--- src/rtl/spart_driver.sv ---
// spart_driver: bus-master sequencer for the mini-SPART bus interface.
// Programs the baud divisor, then polls status and echoes every received
// byte back to the transmitter through a small FIFO.
// All bus outputs are registered from the next-state decode, so no input
// reaches iocs/iorw/ioaddr/bus_wdata combinationally. The low divisor byte
// and br_cfg_q are both captured on the edge that enters CFG_LO, so both
// divisor bytes always come from the same br_cfg value.
module spart_driver #(
    parameter int          FIFO_DEPTH = 4,
    parameter logic [15:0] DIV_4800   = 16'h0515,
    parameter logic [15:0] DIV_9600   = 16'h028A,
    parameter logic [15:0] DIV_19200  = 16'h0145,
    parameter logic [15:0] DIV_38400  = 16'h00A2
) (
    input  logic                          clk,
    input  logic                          rst_n,
    input  logic [1:0]                    br_cfg,
    output logic                          iocs,
    output logic                          iorw,
    output logic [1:0]                    ioaddr,
    output logic [7:0]                    bus_wdata,
    input  logic [7:0]                    bus_rdata,
    input  logic                          rda,
    input  logic                          tbr,
    output logic [7:0]                    rx_data,
    output logic                          rx_strobe,
    output logic                          cfg_done,
    output logic [$clog2(FIFO_DEPTH):0]   fifo_count
);

    localparam int PTR_W = $clog2(FIFO_DEPTH);

    typedef enum logic [2:0] {
        RST    = 3'd0,
        CFG_LO = 3'd1,
        CFG_HI = 3'd2,
        POLL   = 3'd3,
        RX_RD  = 3'd4,
        TX_WR  = 3'd5
    } state_t;

    state_t            state;
    state_t            next_state;
    logic [1:0]        br_cfg_q;
    logic [7:0]        mem [FIFO_DEPTH];
    logic [PTR_W:0]    wr_ptr;
    logic [PTR_W:0]    rd_ptr;
    logic              fifo_full;
    logic              fifo_empty;
    logic [7:0]        fifo_head;
    logic [15:0]       div_live;
    logic [15:0]       div_cfg;
    logic              nxt_iocs;
    logic              nxt_iorw;
    logic [1:0]        nxt_addr;
    logic [7:0]        nxt_wdata;

    function automatic logic [15:0] div_for(input logic [1:0] sel);
        case (sel)
            2'b00:   div_for = DIV_4800;
            2'b01:   div_for = DIV_9600;
            2'b10:   div_for = DIV_19200;
            default: div_for = DIV_38400;
        endcase
    endfunction

    assign fifo_count = wr_ptr - rd_ptr;
    assign fifo_full  = (fifo_count == (PTR_W + 1)'(FIFO_DEPTH));
    assign fifo_empty = (wr_ptr == rd_ptr);
    assign fifo_head  = mem[rd_ptr[PTR_W-1:0]];

    // State register
    always_ff @(posedge clk or negedge rst_n) begin
        if (!rst_n) state <= RST;
        else        state <= next_state;
    end

    // Next-state selection and the bus outputs that belong to the next state
    always_comb begin
        next_state = state;
        div_live   = div_for(br_cfg);
        div_cfg    = div_for(br_cfg_q);
        nxt_iocs   = 1'b1;
        nxt_iorw   = 1'b1;
        nxt_addr   = 2'b01;
        nxt_wdata  = 8'h00;
        case (state)
            RST:    next_state = CFG_LO;
            CFG_LO: next_state = CFG_HI;
            CFG_HI: next_state = POLL;
            POLL: begin
                if (br_cfg != br_cfg_q)        next_state = CFG_LO;
                else if (rda && !fifo_full)    next_state = RX_RD;
                else if (tbr && !fifo_empty)   next_state = TX_WR;
                else                           next_state = POLL;
            end
            RX_RD:  next_state = POLL;
            TX_WR:  next_state = POLL;
            default: next_state = RST;
        endcase
        case (next_state)
            RST: begin
                nxt_iocs = 1'b0;
                nxt_addr = 2'b00;
            end
            CFG_LO: begin
                nxt_iorw  = 1'b0;
                nxt_addr  = 2'b10;
                nxt_wdata = div_live[7:0];
            end
            CFG_HI: begin
                nxt_iorw  = 1'b0;
                nxt_addr  = 2'b11;
                nxt_wdata = div_cfg[15:8];
            end
            RX_RD: nxt_addr = 2'b00;
            TX_WR: begin
                nxt_iorw  = 1'b0;
                nxt_addr  = 2'b00;
                nxt_wdata = fifo_head;
            end
            default: ;
        endcase
    end

    // Registered bus outputs
    always_ff @(posedge clk or negedge rst_n) begin
        if (!rst_n) begin
            iocs      <= 1'b0;
            iorw      <= 1'b1;
            ioaddr    <= 2'b00;
            bus_wdata <= 8'h00;
        end else begin
            iocs      <= nxt_iocs;
            iorw      <= nxt_iorw;
            ioaddr    <= nxt_addr;
            bus_wdata <= nxt_wdata;
        end
    end

    // Configuration tracking, received byte capture and FIFO pointers
    always_ff @(posedge clk or negedge rst_n) begin
        if (!rst_n) begin
            br_cfg_q  <= 2'b00;
            cfg_done  <= 1'b0;
            rx_data   <= 8'h00;
            rx_strobe <= 1'b0;
            wr_ptr    <= '0;
            rd_ptr    <= '0;
        end else begin
            rx_strobe <= (state == RX_RD);
            if (next_state == CFG_LO)
                br_cfg_q <= br_cfg;
            if (state == CFG_HI)
                cfg_done <= 1'b1;
            else if (state == POLL && br_cfg != br_cfg_q)
                cfg_done <= 1'b0;
            if (state == RX_RD) begin
                rx_data <= bus_rdata;
                wr_ptr  <= wr_ptr + 1'b1;
            end
            if (state == TX_WR)
                rd_ptr <= rd_ptr + 1'b1;
        end
    end

    // Echo FIFO storage; contents are meaningless once the pointers are reset
    always_ff @(posedge clk) begin
        if (state == RX_RD)
            mem[wr_ptr[PTR_W-1:0]] <= bus_rdata;
    end

endmodule
--- config.mk ---
export PLATFORM = sky130hd
export DESIGN_NAME = spart_driver
export DESIGN_NICKNAME = d
export VERILOG_FILES = /design/src/rtl/spart_driver.sv
export SDC_FILE = /design/constraint.sdc
export NUM_CORES = 1
export LEC_CHECK = 0
export BUFFER_PORTS_ARGS = -buffer_cell sky130_fd_sc_hd__clkbuf_2
export CORE_MARGIN = 4
export CORE_UTILIZATION = 40
export CTS_CLUSTER_SIZE = 14
export DETAILED_ROUTE_END_ITERATION = 8
export HOLD_SLACK_MARGIN = 0.02
export PLACE_DENSITY = 0.55
export SLEW_MARGIN = 40
export SYNTH_ARGS = -nofsm -noshare
export SYNTH_HDL_FRONTEND = slang
export SYNTH_SLANG_ARGS = --single-unit
--- constraint.sdc ---
create_clock -name clk -period 5.8 [get_ports clk]
set_clock_uncertainty 0.15 [all_clocks]
set_input_delay 0.29 -clock clk [delete_from_list [all_inputs] [get_ports clk]]
set_output_delay 0.29 -clock clk [all_outputs]
set_load 0.03 [all_outputs]
==> metrics.md, run 1 <==
| Metric | Value |
|---|---|
| Post-synth EDFFs | 32 |
| Clock sink total | 65 |
| HPWL after DPL | 3320 microns |
| Initial antenna violation count | 0 |
| Core outline area | about 6500 sq um |
| Synth cell types | 36 |
| Share of the synthesized area in the top cell type | between 30 and 40% |
| Clock Path Buffers | 2 |
| P&R area growth vs syn | 16.7% |
| Int Power | roughly 0.99 mW |
| Wirelength per Cell | between 15 and 20 microns |
| Diode count | 0 |
| DRT Pass-1 Iters | 4 |
| Sequential area share after synthesis | 66.0% |
| Clock Power Share | 19.7% |
| Placer congestion estimate | between 0.7 and 0.8 |
| Filler Cell Count | around 590 |
| GR Util All Layers | roughly an eighth |
| Final Non-Filler Cells | 296 |
| Total number of vias | approximately 1500 |
| Commonest non-fill, non-tap cells in the layout | 37 x clkbuf_2, 32 x dfrtp_1, 32 x edfxtp_1, 11 x mux2_2 |
| Startpoint types | flip-flop |
| H-tree Lvls | 3 |
| Dpl cells | around 280 |
| Critical path cell sequence | ha_1 > fa_1 > xnor3_2 > o31ai_4 > a2111oi_4 > mux2i_1 > o22ai_1 |
| Mapped Nets | 195 |
| Row cnt | 29 |
| Nets | about 240 |
| Die Wd | about 90 microns |
| Main synth FF type | edfxtp_1 |
| PwrDens | roughly 520 nW/um^2 |
| Max_slew headroom | around half |
| Max Cap Viol | 0 |
| Yosys reg bits | 65 |
| Worst Path Buf+Inv | 0 |
| Commonest non-fill, non-tap cell in the layout | clkbuf_2 |
| YS warnings | 0 |
| RSZ-0062 raised after global routing | false |
| Final Critical Period | slightly above 3000 ps |
| Fmax achieved | ~330 MHz |
| Peak supply drop | approximately 0.23 mV |
| Number of placed I/O pins | 39 |
| Post-CTS setup buffer count | 0 |
| CTS clk-pin slew, worst paths | 70 ps |
| Gr ovfl total | 0 |
| Switching Fraction | between 40% and 50% |
| Status | complete, no violations |
| CTS tree | yes |
| Final Slew Violations | 0 |
| Largest net degree at the start of global routing | 34 |
| Mapped Area | roughly 2700 sq um |
| Final period utilization | between 50% and 60% |
| Post-route DRC | 0 |
| CTS resizes | 0 |
| Top delay family on crit path | compound AO/OA/AOI/OAI gates |
| Crit path max fanout | 13 |
| Number of global-route vias before repair | between 1500 and 2000 |
| Worst EP required | about 5800 ps |
| Total CTS buffers | 9 |
| Area contributors post-synth | edfxtp_1 35%, dfrtp_1 30%, mux4_2 6.6% |
| Fraction of layout cells with a size suffix above 1 | between 30% and 40% |
| Clock latency on the worst-skew pair | 330 ps |
| Worst min-delay path category | input pin to flip-flop |
| Area of the die | ~8200 sq um |
| Worst-margin pin slew | between 700 and 800 ps |
| Aggregate routed wire length | about 4900 microns |
| Average size of a mapped cell | ~16 sq um |
| Setup TNS Final | 0 ps |
| DIE HEIGHT | about 90 microns |
| Root Driver | clkbuf_8 |
| Syn Inst Count | 173 |
| Setup CP Type | flip-flop to flip-flop |
| Pleak | ~1.3 nW |
| First DRT Iteration DRCs | 39 |
| Initial Util | between 40% and 50% |
| Antenna viol nets, final | 0 |
| P_sw | between 0.6 and 0.7 mW |
| Worst EP arrival | 3080 ps |
| Worst setup EP type | flip-flop |
| Async SR Flop Fraction | between 50% and 60% |
| First-pass GRT wire length | around 8100 microns |
| Critical path's slowest cell | a2111oi_4 |
| Cell type with the largest total area after synthesis | edfxtp_1 |
| Final Hold Vio Count | 0 |
| Slowest stage delay, CP | ~700 ps |
| Setup violators final | 0 |
| Drt via density | between 5 and 6 |
| Sequential Power Share | approximately two fifths |
| Comb pwr share | between 30% and 40% |
| Port Buf Inserts | 38 |
-- registers in the layout, summed over array words and instances, names as in the netlist --
name and count:
br_cfg_q 2, bus_wdata 8, cfg_done 1, ioaddr 2
iocs 1, iorw 1, mem 32, rd_ptr 3
rx_data 8, rx_strobe 1, state 3, wr_ptr 3
-- worst paths after layout --
path                         startpoint      endpoint  slack, ps  cells after the start
setup / recovery              rd_ptr[0]  bus_wdata[2]       2750                      7
hold / removal             bus_rdata[3]     mem[2][3]         40                      1
setup reg to reg              rd_ptr[0]  bus_wdata[2]       2750                      7
hold reg to reg              rx_data[0]    rx_data[0]        360                      1
max in group asynchronous         rst_n          iorw       4830                      2
min in group asynchronous         rst_n  bus_wdata[4]        330                      2
-- per-stage QoR --
stage	hold WS [ps]	cell area [sq um]	total power, mW	setup slack, ps	util [%]
6_report	44.3	3160	1.66	2750	49.0
5_1_grt	22.2	3160	1.77	2530	49.0
4_1_cts	25.8	3160	1.68	2720	49.0
3_5_place_dp	158	2990	1.35	2740	46.3
3_3_place_gp	282	2960	1.32	2460	45.8
2_1_floorplan	-156	2710	1.16	3170	-
-- synth_stat cells, types with 2 or more instances --
cell and instances:
and2_1 5, buf_2 3, xor2_1 2, mux2i_1 4
o22ai_1 2, ha_1 7, dfrtp_1 32, mux2_2 11
o21ai_1 2, o21ai_0 3, or3_1 2, edfxtp_1 32
nor3_1 3, a311oi_1 2, nand3b_1 3, a21oi_1 6
nand2_1 10, inv_1 10, nor2_1 2, clkbuf_1 5
mux4_2 8, xnor2_1 5
-- routing by layer --
layer | wire, microns | up-vias | track usage, % | share of wire (%)
li1 | - | 708 | - | -
met1 | 2120 | 731 | 15.4 | 43
met2 | 2440 | 39 | 21.2 | 50
met3 | 251 | 7 | 5.92 | 5.2
met4 | 64 | 0 | 4.97 | 1.3
met5 | 0 | - | 0 | 0
-- final cells by class --
class	count	area [sq um]	share of cell area, %
repair buffers	39	203	6.41
multi-input cells	89	873	27.6
clock buffers	13	149	4.71
well taps	77	96.3	3.05
clock inverters	3	16.3	0.514
inverters	10	37.5	1.19
flip-flops and latches	65	1790	56.5
-- logic make-up after synthesis --
group / Yosys count / share of synthesized area, %
DFF: 65 / 66.0
and+or+nand+nor: 31 / 6.28
muxes: 23 / 12.7
AOI/OAI and AO/OA: 19 / 5.03
buffers and inverters: 19 / 2.91
xor gates and xnor gates: 8 / 3.14
adders and majority gates: 8 / 3.97
-- worst register-to-register path, delay by kind of cell (launching register included) --
| family | cells | cell delay [ps] |
|---|---|---|
| DFF | 1 | 600 |
| adders and majority gates | 2 | 700 |
| muxes | 1 | 270 |
| AOI/OAI and AO/OA | 3 | 900 |
| xor gates and xnor gates | 1 | 280 |
-- what timing repair did --
item,in CTS,in global routing
hold endpoints to repair,32,0
setup endpoints to repair,0,0
hold buffers,1,0
-- power groups by stage --
stage          sequential (mW)  clock (mW)  combinational [mW]
2_1_floorplan            0.760           0               0.401
3_3_place_gp             0.683           0               0.633
3_5_place_dp             0.691           0               0.655
4_1_cts                  0.683       0.333               0.660
5_1_grt                  0.698       0.362               0.708
6_report                 0.680       0.327               0.651
Power figures use the tool's default switching activity.
==> inputs of run 2 (changes only) <==
==> constraint.sdc (replaced) <==
create_clock -name clk -period 3 [get_ports clk]
set_clock_uncertainty 0.15 [all_clocks]
set_input_delay 0.15 -clock clk [delete_from_list [all_inputs] [get_ports clk]]
set_output_delay 0.15 -clock clk [all_outputs]
set_load 0.03 [all_outputs]
==> run 2 against run 1 <==
  * Critical path depth up 2
  * Cell area up 4.5%
  * Worst setup slack worse by 2400 ps
  * Fmax up 16%
  * Cell count up 4.7%
  * Worst hold slack better by 12 ps
==> metrics.md, run 2 (same netlist as run 1, synthesis figures left out) <==
| Metric | Value |
|---|---|
| Initial antenna violation count | 0 (unchanged) |
| Worst setup EP type | flip-flop |
| Die Wd | 90.3 microns (unchanged) |
| Status | complete, no violations |
| DP Area | 3000 sq um (+0.42%) |
| Place WS | 361 ps (-2380 ps) |
| GR Util All Layers | 13.5% (+0.33 points) |
| Setup violators final | 0 (unchanged) |
| PwrDens | 1010 nW/um^2 (+92%) |
| Worst-margin pin slew | 521 ps (-244 ps) |
| HPWL after DPL | 3430 microns (+3.3%) |
| Int Power | 2.06 mW (+110%) |
| Post-route DRC | 0 (unchanged) |
| Pleak | 1.38 nW (+6.4%) |
| Commonest non-fill, non-tap cell in the layout | clkbuf_2 |
| Diode count | 0 (unchanged) |
| CTS tree | yes |
| Total CTS buffers | 9 (unchanged) |
| P_sw | 1.28 mW (+92%) |
| Max_slew headroom | 65.3% (+16 points) |
| Aggregate routed wire length | 4910 microns (+0.72%) |
| Port Buf Inserts | 38 (unchanged) |
| Area of the die | 8160 sq um (unchanged) |
| Beginning of the critical path | wr_ptr[0] |
| First DRT Iteration DRCs | 42 (+7.7%) |
| Nets | 250 (+5.9%) |
| Setup CP Type | flip-flop to flip-flop |
| Sequential Power Share | 37.8% (-3.2 points) |
| Max Cap Viol | 0 (unchanged) |
| Final Critical Period | 2620 ps (-431 ps) |
| Fraction of layout cells with a size suffix above 1 | 35.2% (+0.95 points) |
| DRT Pass-1 Iters | 4 (unchanged) |
| Worst EP required | 3110 ps (-2720 ps) |
| Startpoint types | flip-flop |
| Cell area after layout | 3300 sq um (+4.5%) |
| First-pass GRT wire length | 8470 microns (+4.7%) |
| Final Slew Violations | 0 (unchanged) |
| CTS clk-pin slew, worst paths | 70 ps (about the same) |
| HP Start | br_cfg[0] |
| Antenna viol nets, final | 0 (unchanged) |
| Hold_ws | 56.2 ps (+11.9 ps) |
| Placer congestion estimate | 0.784 (+4.4%) |
| Final period utilization | 87.3% (+35 points) |
| Comb pwr share | 39.7% (+0.4 points) |
| Setup TNS Final | 0 ps (unchanged) |
| Largest net degree at the start of global routing | 34 (unchanged) |
| Total number of vias | 1532 (+3.2%) |
| Final Hold Vio Count | 0 (unchanged) |
| Dpl cells | 284 (+1.8%) |
| DIE HEIGHT | 90.3 microns (unchanged) |
| Initial Util | 42.0% (unchanged) |
| Fin worst setup slack | 382 ps (-2370 ps) |
| Fmax achieved | 382 MHz (+16%) |
| Crit path max fanout | 13 (unchanged) |
| Number of global-route vias before repair | 1675 (+7.8%) |
| RSZ-0062 raised after global routing | false |
| CTS resizes | 0 (unchanged) |
| Worst min-delay path category | input pin to flip-flop |
| Peak supply drop | 0.424 mV (+82%) |
| Row cnt | 29 (unchanged) |
| Clock Power Share | 22.5% (+2.8 points) |
| Root Driver | clkbuf_8 |
| Clock latency on the worst-skew pair | 330 ps (about the same) |
| Gr ovfl total | 0 (unchanged) |
| Max FFs per register | 32 (unchanged) |
| Worst EP arrival | 2730 ps (-350 ps) |
| Filler Cell Count | 562 (-4.6%) |
| Clock Path Buffers | 2 (unchanged) |
| Wirelength per Cell | 15.8 microns (-3.8%) |
| Drt via density | 4.94 (-1.5%) |
| Origin of the critical flop-to-flop path | wr_ptr[0] |
| Core outline area | 6460 sq um (unchanged) |
| H-tree Lvls | 3 (unchanged) |
| Commonest non-fill, non-tap cells in the layout | 37 x clkbuf_2, 32 x dfrtp_1, 32 x edfxtp_1, 11 x mux2_2, 11 x clkbuf_8 |
| Switching Fraction | 38.3% (-1.9 points) |
| Clock sink total | 65 (unchanged) |
| Final Non-Filler Cells | 310 (+4.7%) |
| Final core occ | 51.2% (+2.2 points) |
| Total power | 3.33 mW (+100%) |
| P&R area growth vs syn | 21.9% |
| Number of placed I/O pins | 39 (unchanged) |
[run 2: cell type report]
class / instances / area, sq um / share of cell area [%]
flip-flops and latches: 65 / 1790 / 54.1
multi-input cells: 89 / 848 / 25.7
repair buffers: 53 / 330 / 10.0
clock buffers: 11 / 151 / 4.58
well taps: 77 / 96.3 / 2.92
clock inverters: 5 / 52.6 / 1.59
inverters: 10 / 37.5 / 1.14
[run 2: power by group through the flow]
stage	sequential [mW]	clock (mW)	combinational, mW
finish	1.26	0.750	1.32
global route	1.29	0.820	1.45
CTS	1.26	0.774	1.35
detailed placement	1.28	0	1.33
global placement	1.27	0	1.31
floorplan	1.47	0	0.775
[run 2: routing by layer]
| metal | vias up | global-route usage, % | routed length (microns) |
|---|---|---|---|
| met3 | 4 | 3.50 | 185 |
| li1 | 739 | - | - |
| met4 | 0 | 6.51 | 44 |
| met1 | 757 | 17.4 | 2240 |
| met2 | 32 | 21.2 | 2440 |
| met5 | - | 0 | 0 |
[run 2: worst max-delay path, cell delays in order, from the launching register on]
cell       delay (ps)
dfrtp_1           380
inv_1             110
ha_1              220
fa_1              380
xnor3_2           270
o31ai_4           260
a2111oi_2         110
buf_4             200
or3b_1            350
a21oi_1           130
[run 2: final timing paths]
check	to	slack, ps	cells past startpoint
setup / recovery	bus_wdata[6]	380	9
hold / removal	bus_wdata[5]	60	3
setup reg to reg	bus_wdata[6]	380	9
hold reg to reg	rx_data[1]	360	1
max in group asynchronous	iorw	2170	2
min in group asynchronous	iocs	190	2
[run 2: what timing repair did]
| item | in CTS | in global routing |
|---|---|---|
| hold endpoints to repair | 76 | 0 |
| setup buffers | 0 | 0 |
| hold buffers | 10 | 0 |
==> inputs of run 3 (changes only) <==
--- a/config.mk
+++ b/config.mk
@@ -5,7 +5,9 @@
 export SDC_FILE = /design/constraint.sdc
 export NUM_CORES = 1
 export LEC_CHECK = 0
+export ABC_AREA = 1
 export BUFFER_PORTS_ARGS = -buffer_cell sky130_fd_sc_hd__clkbuf_2
+export CAP_MARGIN = 40
 export CORE_MARGIN = 4
 export CORE_UTILIZATION = 40
 export CTS_CLUSTER_SIZE = 14
==> run 3 against run 2 <==
  * Worst hold slack improved by 110 ps
  * Sequential cell count did not move
  * Synthesized cell count rose by 46%
  * First-iteration DRC count rose by 110%
  * Core utilization fell by 0.37 points
  * Highest routed layer unchanged
==> metrics.md, run 3 <==
| Metric | Value |
|---|---|
| Startpoint types | flip-flop |
| GR Util All Layers | 14.3% (+0.83 points) |
| Area of the multi-input gates | 866 sq um (+2.1%) |
| Area contributors post-synth | edfxtp_1 34%, dfrtp_1 29%, nand2_1 7.4% |
| Synth cell types | 30 (-17%) |
| Max FFs per register | 32 (unchanged) |
| Initial antenna violation count | 0 (unchanged) |
| Post-CTS setup buffer count | 0 (unchanged) |
| Final period utilization | 78.1% (-9.2 points) |
| Clock latency on the worst-skew pair | 340 ps (about the same) |
| CTS clk-pin slew, worst paths | 80 ps (about the same) |
| Syn Inst Count | 253 (+46%) |
| Clock Path Buffers | 2 (unchanged) |
| Fin worst setup slack | 657 ps (+276 ps) |
| Max Cap Viol | 0 (unchanged) |
| Diode count | 0 (unchanged) |
| Final core occ | 50.8% (-0.37 points) |
| Setup TNS Final | 0 ps (unchanged) |
| Final Non-Filler Cells | 414 (+34%) |
| Drt via density | 4.71 (-4.6%) |
| Fmax achieved | 427 MHz (+12%) |
| Register area | 1790 sq um (unchanged) |
| Critical path cell sequence | inv_1 > ha_1 > fa_1 > nand2_1 > inv_1 > nand3_1 > nand2_1 > nand3_2 > nand2_2 > clkinv_2 > nand4_1 > nand3_1 |
| Root Driver | clkbuf_8 |
| Async SR Flop Fraction | 50.8% (unchanged) |
| Worst EP required | 3060 ps (-50 ps) |
| H-tree Lvls | 3 (unchanged) |
| Post-route DRC | 0 (unchanged) |
| Worst setup EP type | flip-flop |
| Die Wd | 91.5 microns (+1.3%) |
| P&R area growth vs syn | 23.8% |
| Final Critical Period | 2340 ps (-276 ps) |
| Placer congestion estimate | 0.765 (-2.5%) |
| Share of the synthesized area in the top cell type | 34.5% (-0.99 points) |
| Post-synth top cells | 55 x nand2_1, 32 x dfrtp_1, 32 x edfxtp_1, 23 x nor2_1 |
| Row cnt | 30 (+3.4%) |
| Peak supply drop | 0.505 mV (+19%) |
| Largest net degree at the start of global routing | 34 (unchanged) |
| Setup violators final | 0 (unchanged) |
| Yosys reg bits | 65 (unchanged) |
| Initial Util | 41.0% (-0.93 points) |
| DIE HEIGHT | 91.5 microns (+1.3%) |
| Main synth FF type | edfxtp_1 |
| Mapped Area | 2790 sq um (+2.9%) |
| Final Slew Violations | 0 (unchanged) |
| PwrDens | 1030 nW/um^2 (+2.0%) |
| Fraction of layout cells with a size suffix above 1 | 24.8% (-10 points) |
| R2R Path End | bus_wdata[1] |
| Post-synth EDFFs | 32 (unchanged) |
| Critical path's slowest cell | fa_1 |
| Pleak | 1.53 nW (+11%) |
| First DRT Iteration DRCs | 88 (+110%) |
| Commonest non-fill, non-tap cells in the layout | 55 x nand2_1, 37 x clkbuf_2, 32 x dfrtp_1, 32 x edfxtp_1, 23 x nor2_1 |
| Total CTS buffers | 9 (unchanged) |
| FF-to-FF path depth | 12 (+3) |
| Worst-margin pin slew | 800 ps (+280 ps) |
| Setup CP Type | flip-flop to flip-flop |
| Area of the die | 8370 sq um (+2.6%) |
| Average size of a mapped cell | 11.0 sq um (-30%) |
| Slowest stage delay, CP | 500 ps (+120 ps) |
| Crit path max fanout | 12 (-1) |
| Status | complete, no violations |
| Commonest non-fill, non-tap cell in the layout | nand2_1 |
| Place WS | 657 ps (+297 ps) |
| Origin of the critical flop-to-flop path | wr_ptr[0] |
| Gr ovfl total | 0 (unchanged) |
| DRT Pass-1 Iters | 4 (unchanged) |
| Number of global-route vias before repair | 1860 (+11%) |
| CTS tree | yes |
| Clock sink total | 65 (unchanged) |
| RSZ-0062 raised after global routing | false |
| Sequential area share after synthesis | 64.1% (-1.8 points) |
| Most frequent cell after synthesis | nand2_1 |
| Aggregate routed wire length | 5520 microns (+13%) |
| Wirelength per Cell | 13.3 microns (-16%) |
| Dpl cells | 384 (+35%) |
| YS warnings | 0 (unchanged) |
| Worst EP arrival | 2410 ps (-320 ps) |
| First-pass GRT wire length | 9310 microns (+9.9%) |
| Number of placed I/O pins | 39 (unchanged) |
| HPWL after DPL | 3690 microns (+7.8%) |
| Total number of vias | 1951 (+27%) |
| Antenna viol nets, final | 0 (unchanged) |
| Cell type with the largest total area after synthesis | edfxtp_1 |
| Mapped Nets | 275 (+41%) |
| Filler Cell Count | 607 (+8.0%) |
| Port Buf Inserts | 38 (unchanged) |
| Nets | 335 (+34%) |
| Max_slew headroom | 46.5% (-19 points) |
| Register-to-register setup slack | 660 ps (+280 ps) |
| Core outline area | 6790 sq um (+5.2%) |
| Final Hold Vio Count | 0 (unchanged) |
| Worst min-delay path category | input pin to asynchronous set/reset pin |
-- run 3: changes by cell type after synthesis, moves of 6 or more --
cell and change:
mux2_2 -11, inv_1 +7, o22ai_1 +6, inv_2 +6, nor2_1 +21, nand4_1 +10, o21ai_0 +14, nand3_1 +9
mux4_2 -8, nand2_1 +45
-- run 3: how the worst max path moves through the flow --
stage	startpoint	to	slack (ps)	depth (start not counted)
3_3_place_gp	wr_ptr[0]	bus_wdata[1]	720	12
6_report	wr_ptr[0]	bus_wdata[1]	660	12
2_1_floorplan	wr_ptr[0]	bus_wdata[1]	850	13
3_5_place_dp	wr_ptr[0]	bus_wdata[1]	660	12
5_1_grt	wr_ptr[0]	bus_wdata[1]	420	12
4_1_cts	wr_ptr[0]	bus_wdata[1]	640	12
-- run 3: layout make-up --
type / count / area share, %
flip-flops and latches: 65 / 51.8
multi-input cells: 157 / 25.1
repair buffers: 55 / 10.3
clock buffers: 9 / 3.59
well taps: 96 / 3.48
clock inverters: 7 / 2.97
inverters: 25 / 2.76
-- run 3: power by group --
group	total, mW	switching (mW)	internal [mW]
registers	1.25	0.124	1.12
logic	1.46	1.02	0.445
clock network	0.840	0.363	0.476
total	3.55	1.50	2.05
-- run 3: through the flow --
step / hold slack, ps / total power, mW / instance area (sq um)
after floorplan: -296 / 2.39 / 2790
after global placement: 140 / 2.72 / 3080
after detailed placement: 9.85 / 2.73 / 3080
after CTS: 190 / 3.59 / 3450
after global routing: 217 / 3.83 / 3450
final: 168 / 3.55 / 3450
-- run 3: per-layer routing --
metal / vias up / routed length (microns) / global-route usage [%]
li1: 973 / - / -
met1: 922 / 2570 / 18.9
met2: 54 / 2610 / 22.9
met3: 2 / 306 / 3.81
met4: 0 / 32 / 4.52
met5: - / 0 / 0
-- run 3: cells by family after synthesis --
family                   Yosys count  synth area share, %
AND/OR/NAND/NOR                  112                 19.4
flip-flops                        65                 64.1
AO/OA/AOI/OAI                     33                 6.55
buffers and inverters             31                 4.80
adder cells (fa/ha/maj)            8                 3.86
XOR/XNOR                           4                 1.26
-- run 3: critical path: cells and delay by family, from the launching register on --
family / cells / cell delay [ps]
flip-flops: 1 / 380
buffers and inverters: 3 / 320
AND/OR/NAND/NOR: 7 / 630
adder cells (fa/ha/maj): 2 / 720
-- run 3: timing repair --
action | in CTS | in global routing
hold endpoints to repair | 82 | 0
resized for setup | 0 | 0
hold buffers | 14 | 0
